[config.mk]
export PLATFORM = sky130hd
export DESIGN_NAME = traffic_light_monitor
export DESIGN_NICKNAME = d
export VERILOG_FILES = /design/src/rtl/traffic_light_monitor.sv
export SDC_FILE = /design/constraint.sdc
export NUM_CORES = 1
export LEC_CHECK = 0
export ABC_AREA = 1
export BUFFER_PORTS_ARGS = -buffer_cell sky130_fd_sc_hd__buf_2
export CAP_MARGIN = 20
export CORE_MARGIN = 8
export CORE_UTILIZATION = 45
export DETAILED_ROUTE_END_ITERATION = 10
export PLACE_DENSITY = 0.66
export SLEW_MARGIN = 20
export SYNTH_ARGS = -nofsm -noshare
export SYNTH_HDL_FRONTEND = slang
export SYNTH_SLANG_ARGS = --single-unit
[constraint.sdc]
create_clock -name clk -period 2.3 [get_ports clk]
set_input_delay 0.46 -clock clk [delete_from_list [all_inputs] [get_ports clk]]
set_output_delay 0.46 -clock clk [all_outputs]
set_load 0.02 [all_outputs]
[src/rtl/traffic_light_monitor.sv]
// Passive checker for a four-way traffic light controller: decodes the observed
// lamps into a phase and flags encoding, conflict, sequence and dwell errors.
module traffic_light_monitor #(
    parameter int unsigned GREEN_CYCLES  = 16,
    parameter int unsigned YELLOW_CYCLES = 4
) (
    input  logic       clk,
    input  logic       reset,
    input  logic [2:0] north_light,
    input  logic [2:0] west_light,
    input  logic [2:0] south_light,
    input  logic [2:0] east_light,
    output logic [2:0] phase,
    output logic       phase_valid,
    output logic       err_encoding,
    output logic       err_conflict,
    output logic       err_sequence,
    output logic       err_duration,
    output logic       err_sticky,
    output logic [7:0] rotations
);

    localparam logic [2:0] LAMP_RED = 3'b100;
    localparam logic [2:0] LAMP_YEL = 3'b010;
    localparam logic [2:0] LAMP_GRN = 3'b001;
    localparam logic [8:0] GREEN_REQ  = 9'(GREEN_CYCLES);
    localparam logic [8:0] YELLOW_REQ = 9'(YELLOW_CYCLES);

    typedef enum logic [2:0] {
        N_G = 3'b000, N_Y = 3'b001, W_G = 3'b010, W_Y = 3'b011,
        S_G = 3'b110, S_Y = 3'b111, E_G = 3'b100, E_Y = 3'b101
    } phase_e;

    // Direction field walks N(00) -> W(01) -> S(11) -> E(10), a Gray sequence.
    function automatic phase_e next_phase(input phase_e p);
        logic [2:0] v;
        v = p;
        if (!v[0]) return phase_e'({v[2:1], 1'b1});
        return phase_e'({v[1], ~v[2], 1'b0});
    endfunction

    phase_e      phase_q, phase_d;
    logic        phase_valid_q, phase_valid_d;
    logic        err_encoding_q, err_encoding_d;
    logic        err_conflict_q, err_conflict_d;
    logic        err_sequence_q, err_sequence_d;
    logic        err_duration_q, err_duration_d;
    logic        err_sticky_q, err_sticky_d;
    logic [7:0]  rotations_q, rotations_d;
    logic [7:0]  dwell_q, dwell_d;
    logic        synced_q, synced_d;

    logic [3:0][2:0] lamp;
    logic            enc_bad;
    logic [2:0]      nonred_cnt;
    logic [1:0]      dir_idx;
    logic            dir_yel;
    logic            legal;
    phase_e          dec_phase;
    logic [8:0]      req_dwell;

    always_comb begin
        lamp       = {east_light, south_light, west_light, north_light};
        enc_bad    = 1'b0;
        nonred_cnt = 3'd0;
        dir_idx    = 2'd0;
        dir_yel    = 1'b0;
        for (int i = 0; i < 4; i++) begin
            if (lamp[i] != LAMP_RED && lamp[i] != LAMP_YEL && lamp[i] != LAMP_GRN) begin
                enc_bad = 1'b1;
            end else if (lamp[i] != LAMP_RED) begin
                nonred_cnt = nonred_cnt + 3'd1;
                dir_idx    = 2'(i);
                dir_yel    = (lamp[i] == LAMP_YEL);
            end
        end
        legal     = !enc_bad && (nonred_cnt == 3'd1);
        dec_phase = phase_e'({dir_idx[1], dir_idx[1] ^ dir_idx[0], dir_yel});
        req_dwell = phase_q[0] ? YELLOW_REQ : GREEN_REQ;

        phase_d        = phase_q;
        phase_valid_d  = 1'b0;
        err_encoding_d = enc_bad;
        err_conflict_d = !enc_bad && (nonred_cnt >= 3'd2);
        err_sequence_d = 1'b0;
        err_duration_d = 1'b0;
        rotations_d    = rotations_q;
        dwell_d        = dwell_q;
        synced_d       = synced_q;

        if (legal) begin
            phase_valid_d = 1'b1;
            phase_d       = dec_phase;
            if (!synced_q) begin
                synced_d = 1'b1;
                dwell_d  = 8'd1;
            end else if (dec_phase != phase_q) begin
                err_sequence_d = (dec_phase != next_phase(phase_q));
                // Overrun was already reported while dwelling; only underrun here.
                err_duration_d = ({1'b0, dwell_q} < req_dwell);
                if (phase_q == E_Y && dec_phase == N_G && {1'b0, dwell_q} == YELLOW_REQ)
                    rotations_d = rotations_q + 8'd1;
                dwell_d = 8'd1;
            end else begin
                if (dwell_q != 8'hFF) dwell_d = dwell_q + 8'd1;
                err_duration_d = (dwell_q != 8'hFF) && ({1'b0, dwell_d} == req_dwell + 9'd1);
            end
        end else begin
            synced_d = 1'b0;
            dwell_d  = 8'd0;
        end

        err_sticky_d = err_sticky_q | err_encoding_d | err_conflict_d
                     | err_sequence_d | err_duration_d;
    end

    always_ff @(posedge clk or posedge reset) begin
        if (reset) begin
            phase_q        <= N_G;
            phase_valid_q  <= 1'b0;
            err_encoding_q <= 1'b0;
            err_conflict_q <= 1'b0;
            err_sequence_q <= 1'b0;
            err_duration_q <= 1'b0;
            err_sticky_q   <= 1'b0;
            rotations_q    <= 8'd0;
            dwell_q        <= 8'd0;
            synced_q       <= 1'b0;
        end else begin
            phase_q        <= phase_d;
            phase_valid_q  <= phase_valid_d;
            err_encoding_q <= err_encoding_d;
            err_conflict_q <= err_conflict_d;
            err_sequence_q <= err_sequence_d;
            err_duration_q <= err_duration_d;
            err_sticky_q   <= err_sticky_d;
            rotations_q    <= rotations_d;
            dwell_q        <= dwell_d;
            synced_q       <= synced_d;
        end
    end

    assign phase        = phase_q;
    assign phase_valid  = phase_valid_q;
    assign err_encoding = err_encoding_q;
    assign err_conflict = err_conflict_q;
    assign err_sequence = err_sequence_q;
    assign err_duration = err_duration_q;
    assign err_sticky   = err_sticky_q;
    assign rotations    = rotations_q;

endmodule

==> results.yml, run 1 <==
run_status:
  status: "finished, violations left"
  failed_checks: "negative setup slack"
synthesis:
  async_flop_share_pct: 100
  synth_area_sq_um: 1930
  synth_edf_count: 0
  ys_warn_count: 0
  ys_types: 29
  ys_seq_area_share_pct: 32.4
  yosys-top-cells-count: "77 x nand2_1, 38 x inv_1, 30 x nand3_1"
  syn_nets: 295
  post-synth-top-count-cell: "nand2_1"
  synth_area_leaders: "dfrtp_1 32%, nand2_1 15%, nand3_1 7.8%"
  ys_seq_elements: 25
  yosys.area.top_type: "dfrtp_1"
  synth_top_cell_area_share_pct: 32.4
  avgSynthCellArea_sq_um: 7.05
  ys.flop_type: "dfrtp_1"
  netlist_instances: 274
place:
  dp_hpwl_um: 3360
  io_buffers: 30
  pre_cts_ws_ps: -726
  gp_congestion: 0.865
detailed_routing:
  route.detailed.drc: 0
  finalWirelength_um: 4690
  ant_nets: 0
  vias: 1936
  first_pass_iters: 4
  first_iter_violations: 114
  viasPerCell: 4.91
  wl_per_cell_um: 11.9
timing:
  setup_violations: 22
  fin_crit_ps: 2630
  slew_violations: 0
  finalWorstSetupSlack_ps: -333
  finClkSkew_ps: 5.74
  finalCritPeriodShare_pct: 114
  final_hold_viol_count: 0
  max_freq_mhz: 380
  rsz0062_at_grt: "yes"
  slew-limit-headroom_pct: 78.9
  tightest_slew_ps: 317
  setup_tns_ps: -6310
global_routing:
  busiest_layer: "met2"
  grt_use_met2_pct: 24.6
  grt-ovfl-total: 0
  grt_pass1_wl_um: 8040
  use_met3_pct: 3.17
  grtUsageMet1_pct: 19.2
  grt_max_degree: 26
  first_global_vias: 1876
  grt_util_all_layers_pct: 15.1
  antenna_found_initial: 0
critical_path:
  worstSetupStartpointType: "input port"
  criticalPathCategory: "input port to flip-flop"
  arrival_ps: 2810
  worst-r2r-cell-count: 11
  worstSetupEndpointType: "flip-flop"
  crit_path_start: "north_light[2]"
  crit_end: "rotations[6]"
  worstReg2RegEnd: "err_sticky"
  cp_max_fo: 8
  ff2ff_setup_slack_ps: 360
  cp_data_required_time_ps: 2480
  r2r_start: "dwell_q[0]"
floorplan:
  dieArea_sq_um: 6650
  die_h_um: 81.5
  initial_core_util_pct: 45.6
  core_sq_um: 4230
  die_w_um: 81.5
  std_cell_rows: 24
  io_pins: 31
pwr:
  power_mw: 1.02
  p_leak_nw: 1.41
  vdd_drop_max_v: 0.000300
  powerDensity_nw_per_um2: 384
cells_and_area:
  final_core_util_pct: 62.8
  final.fill_count: 373
  drive_above_1_share_pct: 37.1
  final-seq-area_sq_um: 626
  diodes: 0
  fin_nets: 364
  multiInputGateArea_sq_um: 1260
  area_delta_synth_final_pct: 37.6
cts:
  clkLatencyLatePin_ps: 280
  clk_pin_slew_ps: 90
  cts_max_level: 1
  cts_tree: "yes"
  clockBufferDepth: 2
  ctsRootBufferMaster: "clkbuf_8"
  cts_buffers: 3
  cts_sinks: 25
run:
  maxCapViolations: 0
min_path:
  hp-class: "input port to async pin"
## logic make-up after synthesis
group,synth area share (%)
xor gates and xnor gates,4.08
and+or+nand+nor,42.0
DFF,32.4
adders and majority gates,4.53
buffers and inverters,9.07
AOI/OAI and AO/OA,7.90
## report_power, final
part           switching (mW)  leakage, nW  internal (mW)  total, mW
sequential             0.0108        0.338          0.446      0.457
combinational           0.163         1.05          0.127      0.290
clock                   0.150       0.0217          0.123      0.273
## layout by cell type, fill, tap and decap left out, types with 2 or more instances in the layout
cell	n
nand2_1	67
inv_1	35
buf_4	33
nand3_1	27
buf_2	26
dfrtp_1	25
nor2_1	22
nand2_2	13
nand3_2	9
a21oi_2	7
inv_2	6
a21oi_1	6
ha_1	6
nand4_1	5
nand2_4	5
xor2_1	5
o21ai_0	5
nand3_4	4
xnor2_1	4
nor2_4	3
nor2_2	3
clkbuf_8	3
nor4_1	2
o21ai_1	2
inv_12	2
buf_8	2
buf_12	2
## critical path: stages
cell,delay [ps]
buf_12,110
inv_12,50
nand3_4,70
nand2_4,90
ha_4,200
nand2_2,60
nand2_1,60
ha_1,260
inv_1,50
nand2_1,50
a21boi_2,150
ha_1,260
nand2_1,50
nand2_1,60
nor2_2,130
nand3_2,110
clkinv_2,80
nand2_4,70
nor2_8,190
nand2_8,100
nand2_1,80
nand2_1,50
## metal layers
metal	part of all wire, %	vias up
li1	-	1016
met5	0	-
met3	3.5	5
met2	48	24
met4	1.3	0
met1	47	891
## state kept, by name (all words and copies together) (netlist names)
signal        cells
err_sticky        1
err_duration      1
phase             3
err_sequence      1
err_conflict      1
dwell_q           8
err_encoding      1
rotations         8
synced_q          1
## metrics by stage
step | instances | area, sq um | hold slack, ps
3_5_place_dp | 380 | 2390 | 503
4_1_cts | 390 | 2550 | 220
5_1_grt | 394 | 2660 | 248
6_report | 394 | 2660 | 209
2_1_floorplan | 274 | 1990 | 487
3_3_place_gp | 380 | 2390 | 505
## layout make-up
cell class / instances / area share (%)
clock buffer: 3 / 1.55
clock inverter: 1 / 0.282
inverter: 45 / 7.53
multi-input combinational: 204 / 47.4
sequential: 25 / 23.5
tap: 52 / 2.45
timing repair buffer: 64 / 17.3
## repair_timing
action / in CTS / in global routing
endpoints found under the hold margin: 0 / 0
gates cloned: 1 / 0
pin swaps: 9 / 7
endpoints found under the setup margin: 23 / 24
hold buffers: 0 / 0
gates resized for setup: 16 / 17
buffers inserted: 5 / 6
## worst min path at each step
stage | end | depth (start not counted) | slack, ps
2_1_floorplan | dwell_q[0] | 1 | 490
3_3_place_gp | err_sticky | 2 | 500
3_5_place_dp | err_sticky | 2 | 500
4_1_cts | rotations[6] | 3 | 220
5_1_grt | dwell_q[1] | 3 | 250
6_report | dwell_q[1] | 3 | 210
(Power assumes the default switching activity.)
==> run 2: changes to the inputs <==
ABC_AREA = unset   (was 1)
==> run 2 against run 1 <==
The flow still finishes with violations (negative setup slack). Critical path depth decreased by 3. Highest routed layer unchanged. Combinational power increased by 120%. Via count decreased by 1.6%.
==> results.yml, run 2 <==
synthesis:
  netlist_instances: 229
  synth_area_leaders: "dfrtp_1 32%, nor2_1 4.8%, ha_1 4.5%"
  syn_nets: 250
  ys_types: 62
  ys.flop_type: "dfrtp_1"
  synth_area_sq_um: 1970
  yosys.area.top_type: "dfrtp_1"
  yosys-top-cells-count: "25 x dfrtp_1, 25 x nor2_1, 14 x o21ai_0"
  synth_xor_area_share_pct: 9.16
  synth_adder_area_share_pct: 4.45
  synthMuxAreaShare_pct: 2.67
  synth_top_cell_area_share_pct: 31.8
  synth_top_family_by_area: "simple AND/OR/NAND/NOR gates"
  async_flop_share_pct: 100
  yosys.area_share.simple_pct: 29.4
  synth_compound_area_share_pct: 17.9
  synth_edf_count: 0
  ys_seq_area_share_pct: 31.8
  avgSynthCellArea_sq_um: 8.59
  ys_seq_elements: 25
  ys_warn_count: 0
detailed_routing:
  viasPerCell: 5.31
  ant_nets: 0
  finalWirelength_um: 5030
  vias: 1905
  first_iter_violations: 88
  wl_per_cell_um: 14.0
  first_pass_iters: 4
  route.detailed.drc: 0
critical_path:
  worstSetupEndpointType: "flip-flop"
  crit_cells: 19
  r2r_start: "phase[2]"
  criticalPathCategory: "input port to flip-flop"
  cp_common_cell: "ha_4"
  crit_path_start: "west_light[0]"
  worstSetupStartpointType: "input port"
  ff2ff_setup_slack_ps: 50
  cpPeakStageDelay_ps: 440
  cp_max_fo: 3
  path_cells: "buf_6 > or3b_4 > ha_4 > mux2i_4 > inv_2 > ha_4 > nand2_4 > o21ai_4 > ha_4 > or4_4 > a31oi_4 > a211oi_4 > nand2_2 > clkinv_4 > buf_4 > nand2_4 > buf_6 > and2_4 > a31oi_2"
  path_buf_inv: 5
  slowest_stage: "or4_4"
  crit_end: "err_sticky"
  cp_top_family: "simple AND/OR/NAND/NOR gates"
  arrival_ps: 3310
  worst-r2r-cell-count: 8
  worstReg2RegEnd: "dwell_q[3]"
  cp_data_required_time_ps: 2440
pwr:
  power.share.combinational_pct: 46.5
  p_leak_nw: 1.31
  powerDensity_nw_per_um2: 493
  vdd_drop_max_v: 0.000328
  swShare_pct: 36.3
  seq_power_share_pct: 35.0
  internal_power_mw: 0.889
  p_switching_mw: 0.506
  clkPwrFrac_pct: 18.5
floorplan:
  die_w_um: 82.1
  std_cell_rows: 24
  io_pins: 31
  initial_core_util_pct: 45.8
  die_h_um: 82.1
  dieArea_sq_um: 6740
  core_sq_um: 4290
global_routing:
  antenna_found_initial: 0
  busiest_layer: "met2"
  use_met3_pct: 1.08
  first_global_vias: 1833
  grt_util_all_layers_pct: 15.1
  grtUsageMet1_pct: 19.1
  grt_pass1_wl_um: 8280
  grt-ovfl-total: 0
  grt_max_degree: 26
  grt_use_met2_pct: 27.0
timing:
  slew_violations: 0
  tightest_slew_ps: 554
  rsz0062_at_grt: "yes"
  slew-limit-headroom_pct: 62.9
  finClkSkew_ps: 5.78
  finalWorstSetupSlack_ps: -870
  worst_hold_slack_ps: 232
  fin_crit_ps: 3170
  final_hold_viol_count: 0
  max_freq_mhz: 315
  setup_violations: 24
  finalCritPeriodShare_pct: 138
place:
  placed_area_sq_um: 2580
  io_buffers: 30
  dpl.cell_count: 350
  dp_hpwl_um: 3760
  gp_congestion: 0.863
cells_and_area:
  area_delta_synth_final_pct: 43.8
  fin_nets: 329
  drive_above_1_share_pct: 43.0
  layout_common_cells: "48 x buf_4, 28 x buf_2, 25 x dfrtp_1"
  fin_cells: 359
  fin_area_sq_um: 2830
  diodes: 0
  final_common_cell: "buf_4"
min_path:
  hp-class: "input port to async pin"
cts:
  clockBufferDepth: 2
  cts_max_level: 1
  ctsRootBufferMaster: "clkbuf_8"
  cts_tree: "yes"
  clk_pin_slew_ps: 90
  holdBufCountCts: 0
  cts_buffers: 3
  cts_sinks: 25
  clkLatencyLatePin_ps: 260
run_status:
  failed_checks: "negative setup slack"
  status: "finished, violations left"
run:
  maxCapViolations: 0
[run 2: changes by cell type in the layout (fill, tap and decap cells not counted), sizes merged, moves of 4 or more]
cell	change
nand2	-72
inv	-34
nand3	-30
buf	+20
a21oi	-9
nor3	+9
o21ai	+8
or2	+6
nor2b	+5
xor2	+5
nor2	-4
xnor2	+4
[run 2: power groups by stage]
stage	registers [mW]	clock network, mW	logic (mW)
after floorplan	0.527	0	0.315
after global placement	0.496	0	0.562
after detailed placement	0.496	0	0.569
after CTS	0.489	0.265	0.594
after global routing	0.491	0.280	0.708
final	0.489	0.258	0.648
[run 2: worst min path at each step]
stage                  from            to  slack [ps]  cells past startpoint
2_1_floorplan         reset    dwell_q[0]         490                      1
3_3_place_gp   rotations[7]  rotations[7]         450                      1
3_5_place_dp   rotations[7]  rotations[7]         460                      1
4_1_cts               reset  rotations[7]         240                      3
5_1_grt               reset  rotations[7]         270                      3
6_report              reset    err_sticky         230                      3
[run 2: tightest hold or removal path, cell delays in order]
cell   delay, ps
buf_2         90
inv_1         40
buf_4        310
[run 2: what timing repair did]
item,CTS,global route
gates resized for setup,15,20
pin swaps,13,15
hold endpoints to repair,0,0
setup endpoints to repair,24,24
buffers inserted,3,2
[run 2: logic make-up after synthesis]
family,count (synthesis)
flops,25
fa+ha+maj,7
simple gates,100
compound gates,51
mux,5
buf+inv,22
xor+xnor,19
[run 2: area by class of cell]
type,instances,area [sq um]
fillers,366,1470
clock buffers,3,41.3
clock inverters,1,5.00
multi-input cells,182,1430
flip-flops and latches,25,626
inverters,12,52.6
repair buffers,84,608
well taps,52,65.1
[run 2: per-layer routing]
metal / vias up / share of wire [%] / wire (um)
li1: 983 / - / -
met1: 893 / 45 / 2260
met2: 27 / 51 / 2550
met3: 2 / 3.7 / 186
met4: 0 / 0.79 / 40
met5: - / 0 / 0
[run 2: metrics by stage]
| stage | worst slack [ps] | util (%) | TNS (ps) | power (mW) |
|---|---|---|---|---|
| 2_1_floorplan | -1110 | - | -21300 | 0.842 |
| 3_5_place_dp | -1290 | 60.1 | -27830 | 1.06 |
| 3_3_place_gp | -1190 | 60.1 | -25780 | 1.06 |
| 5_1_grt | -967 | 65.9 | -20720 | 1.48 |
| 4_1_cts | -955 | 63.3 | -19870 | 1.35 |
| 6_report | -870 | 65.9 | -18490 | 1.39 |
==> run 3: changes to the inputs <==
CORE_MARGIN = unset   (was 8)
==> run 3 against run 2 <==
The run still ends with negative setup slack left. Clock power barely moved. Non-clock buffer count rose by 1. First-iteration DRC count rose by 15%. Total power is 0.45% higher. Largest power group unchanged.
==> results.yml, run 3 (synthesis results as in run 2) <==
cells_and_area:
  area_delta_synth_final_pct: 44.3
  drive_above_1_share_pct: 42.9
  final_common_cell: "buf_4"
  fin_area_sq_um: 2840
  layout_common_cells: "46 x buf_4, 28 x buf_2, 25 x dfrtp_1"
  diodes: 0
  fin_nets: 330
detailed_routing:
  wl_per_cell_um: 13.4
  vias: 1927
  finalWirelength_um: 4780
  ant_nets: 0
  route.detailed.drc: 0
  first_pass_iters: 4
  viasPerCell: 5.38
  first_iter_violations: 101
global_routing:
  first_global_vias: 1751
  grt-ovfl-total: 0
  grt_max_degree: 26
  grt_pass1_wl_um: 7600
  grt_util_all_layers_pct: 21.5
  antenna_found_initial: 0
run_status:
  status: "finished, violations left"
  failed_checks: "negative setup slack"
pwr:
  clkPwrFrac_pct: 18.6
  swShare_pct: 36.2
  power.share.combinational_pct: 46.6
  power_mw: 1.40
  powerDensity_nw_per_um2: 493
  p_switching_mw: 0.507
  internal_power_mw: 0.894
  seq_power_share_pct: 34.8
  vdd_drop_max_v: 0.000241
  p_leak_nw: 1.32
floorplan:
  initial_core_util_pct: 48.1
  die_w_um: 68.1
  io_pins: 31
  die_h_um: 68.1
  core_sq_um: 4090
  std_cell_rows: 23
  dieArea_sq_um: 4640
min_path:
  hp-class: "input port to async pin"
timing:
  final_hold_viol_count: 0
  worst_hold_slack_ps: 221
  setup_violations: 24
  setup_tns_ps: -18310
  tightest_slew_ps: 439
  slew-limit-headroom_pct: 70.7
  max_freq_mhz: 313
  slew_violations: 0
  fin_crit_ps: 3190
  finalWorstSetupSlack_ps: -893
  finalCritPeriodShare_pct: 139
  rsz0062_at_grt: "yes"
  finClkSkew_ps: 2.46
cts:
  ctsRootBufferMaster: "clkbuf_8"
  cts_buffers: 3
  clockBufferDepth: 2
  cts_max_level: 1
  cts_tree: "yes"
  clkLatencyLatePin_ps: 270
  cts_sinks: 25
  clk_pin_slew_ps: 90
place:
  io_buffers: 30
  placed_area_sq_um: 2550
  gp_congestion: 0.863
  dp_hpwl_um: 3510
  pre_cts_ws_ps: -1290
critical_path:
  worstSetupStartpointType: "input port"
  cp_max_fo: 3
  worstSetupEndpointType: "flip-flop"
  cp_data_required_time_ps: 2460
  arrival_ps: 3360
  criticalPathCategory: "input port to flip-flop"
run:
  maxCapViolations: 0
run 3: cell types whose count changed in the layout (fill, tap and decap cells not counted), moves of 2 or more:
cell / previous run / this run
nand2_2: 1 / 3
buf_6: 6 / 9
buf_4: 48 / 46
nand2_4: 2 / 0
run 3: through the flow:
stage | std cells | util [%]
2_1_floorplan | 229 | -
3_3_place_gp | 346 | 62.4
3_5_place_dp | 346 | 62.4
4_1_cts | 354 | 67.2
5_1_grt | 358 | 69.5
6_report | 358 | 69.5
run 3: path summary, 6_finish.rpt:
path	from	to	slack [ps]	cells past startpoint
setup / recovery	west_light[0]	rotations[1]	-890	18
hold / removal	reset	err_sticky	220	3
min in group clk	rotations[7]	rotations[7]	470	1
setup reg to reg	phase[2]	dwell_q[2]	70	8
max in group asynchronous	reset	dwell_q[5]	1840	3
hold reg to reg	rotations[7]	rotations[7]	470	1
run 3: critical path: stages:
cell	delay (ps)
buf_6	90
or3b_4	420
ha_4	230
mux2i_4	150
inv_2	60
ha_4	210
nand2_2	60
o21ai_2	70
ha_4	180
or4_4	440
a31oi_4	160
a211oi_2	70
nand2_2	130
clkinv_4	60
nand4_4	110
buf_12	110
nor2_4	30
mux2_4	290
run 3: cell type report:
type / instances / area, sq um
Sequential cell: 25 / 626
Clock buffer: 3 / 41.3
Multi-Input combinational cell: 182 / 1430
Tap cell: 50 / 62.6
Fill cell: 299 / 1250
Inverter: 12 / 52.6
Clock inverter: 1 / 5.00
Timing Repair Buffer: 85 / 627
run 3: what timing repair did:
item / in CTS / in global routing
gates resized for setup: 26 / 10
buffers inserted: 4 / 4
endpoints found under the setup margin: 24 / 24
hold buffers: 0 / 0
pin swaps: 15 / 11
run 3: layer usage:
layer	share of wire (%)	routed length, um	global-route usage (%)	up-vias
met5	0	0	0	-
met4	1.6	77	8.85	0
met3	2.7	131	2.17	6
met2	52	2480	39.3	40
met1	44	2090	25.1	895
li1	-	-	-	986
run 3: power groups by stage:
stage          registers, mW  clock network [mW]  logic, mW
2_1_floorplan          0.527                   0      0.315
3_3_place_gp           0.496                   0      0.564
3_5_place_dp           0.495                   0      0.573
4_1_cts                0.488               0.272      0.614
5_1_grt                0.492               0.283      0.715
6_report               0.488               0.260      0.652
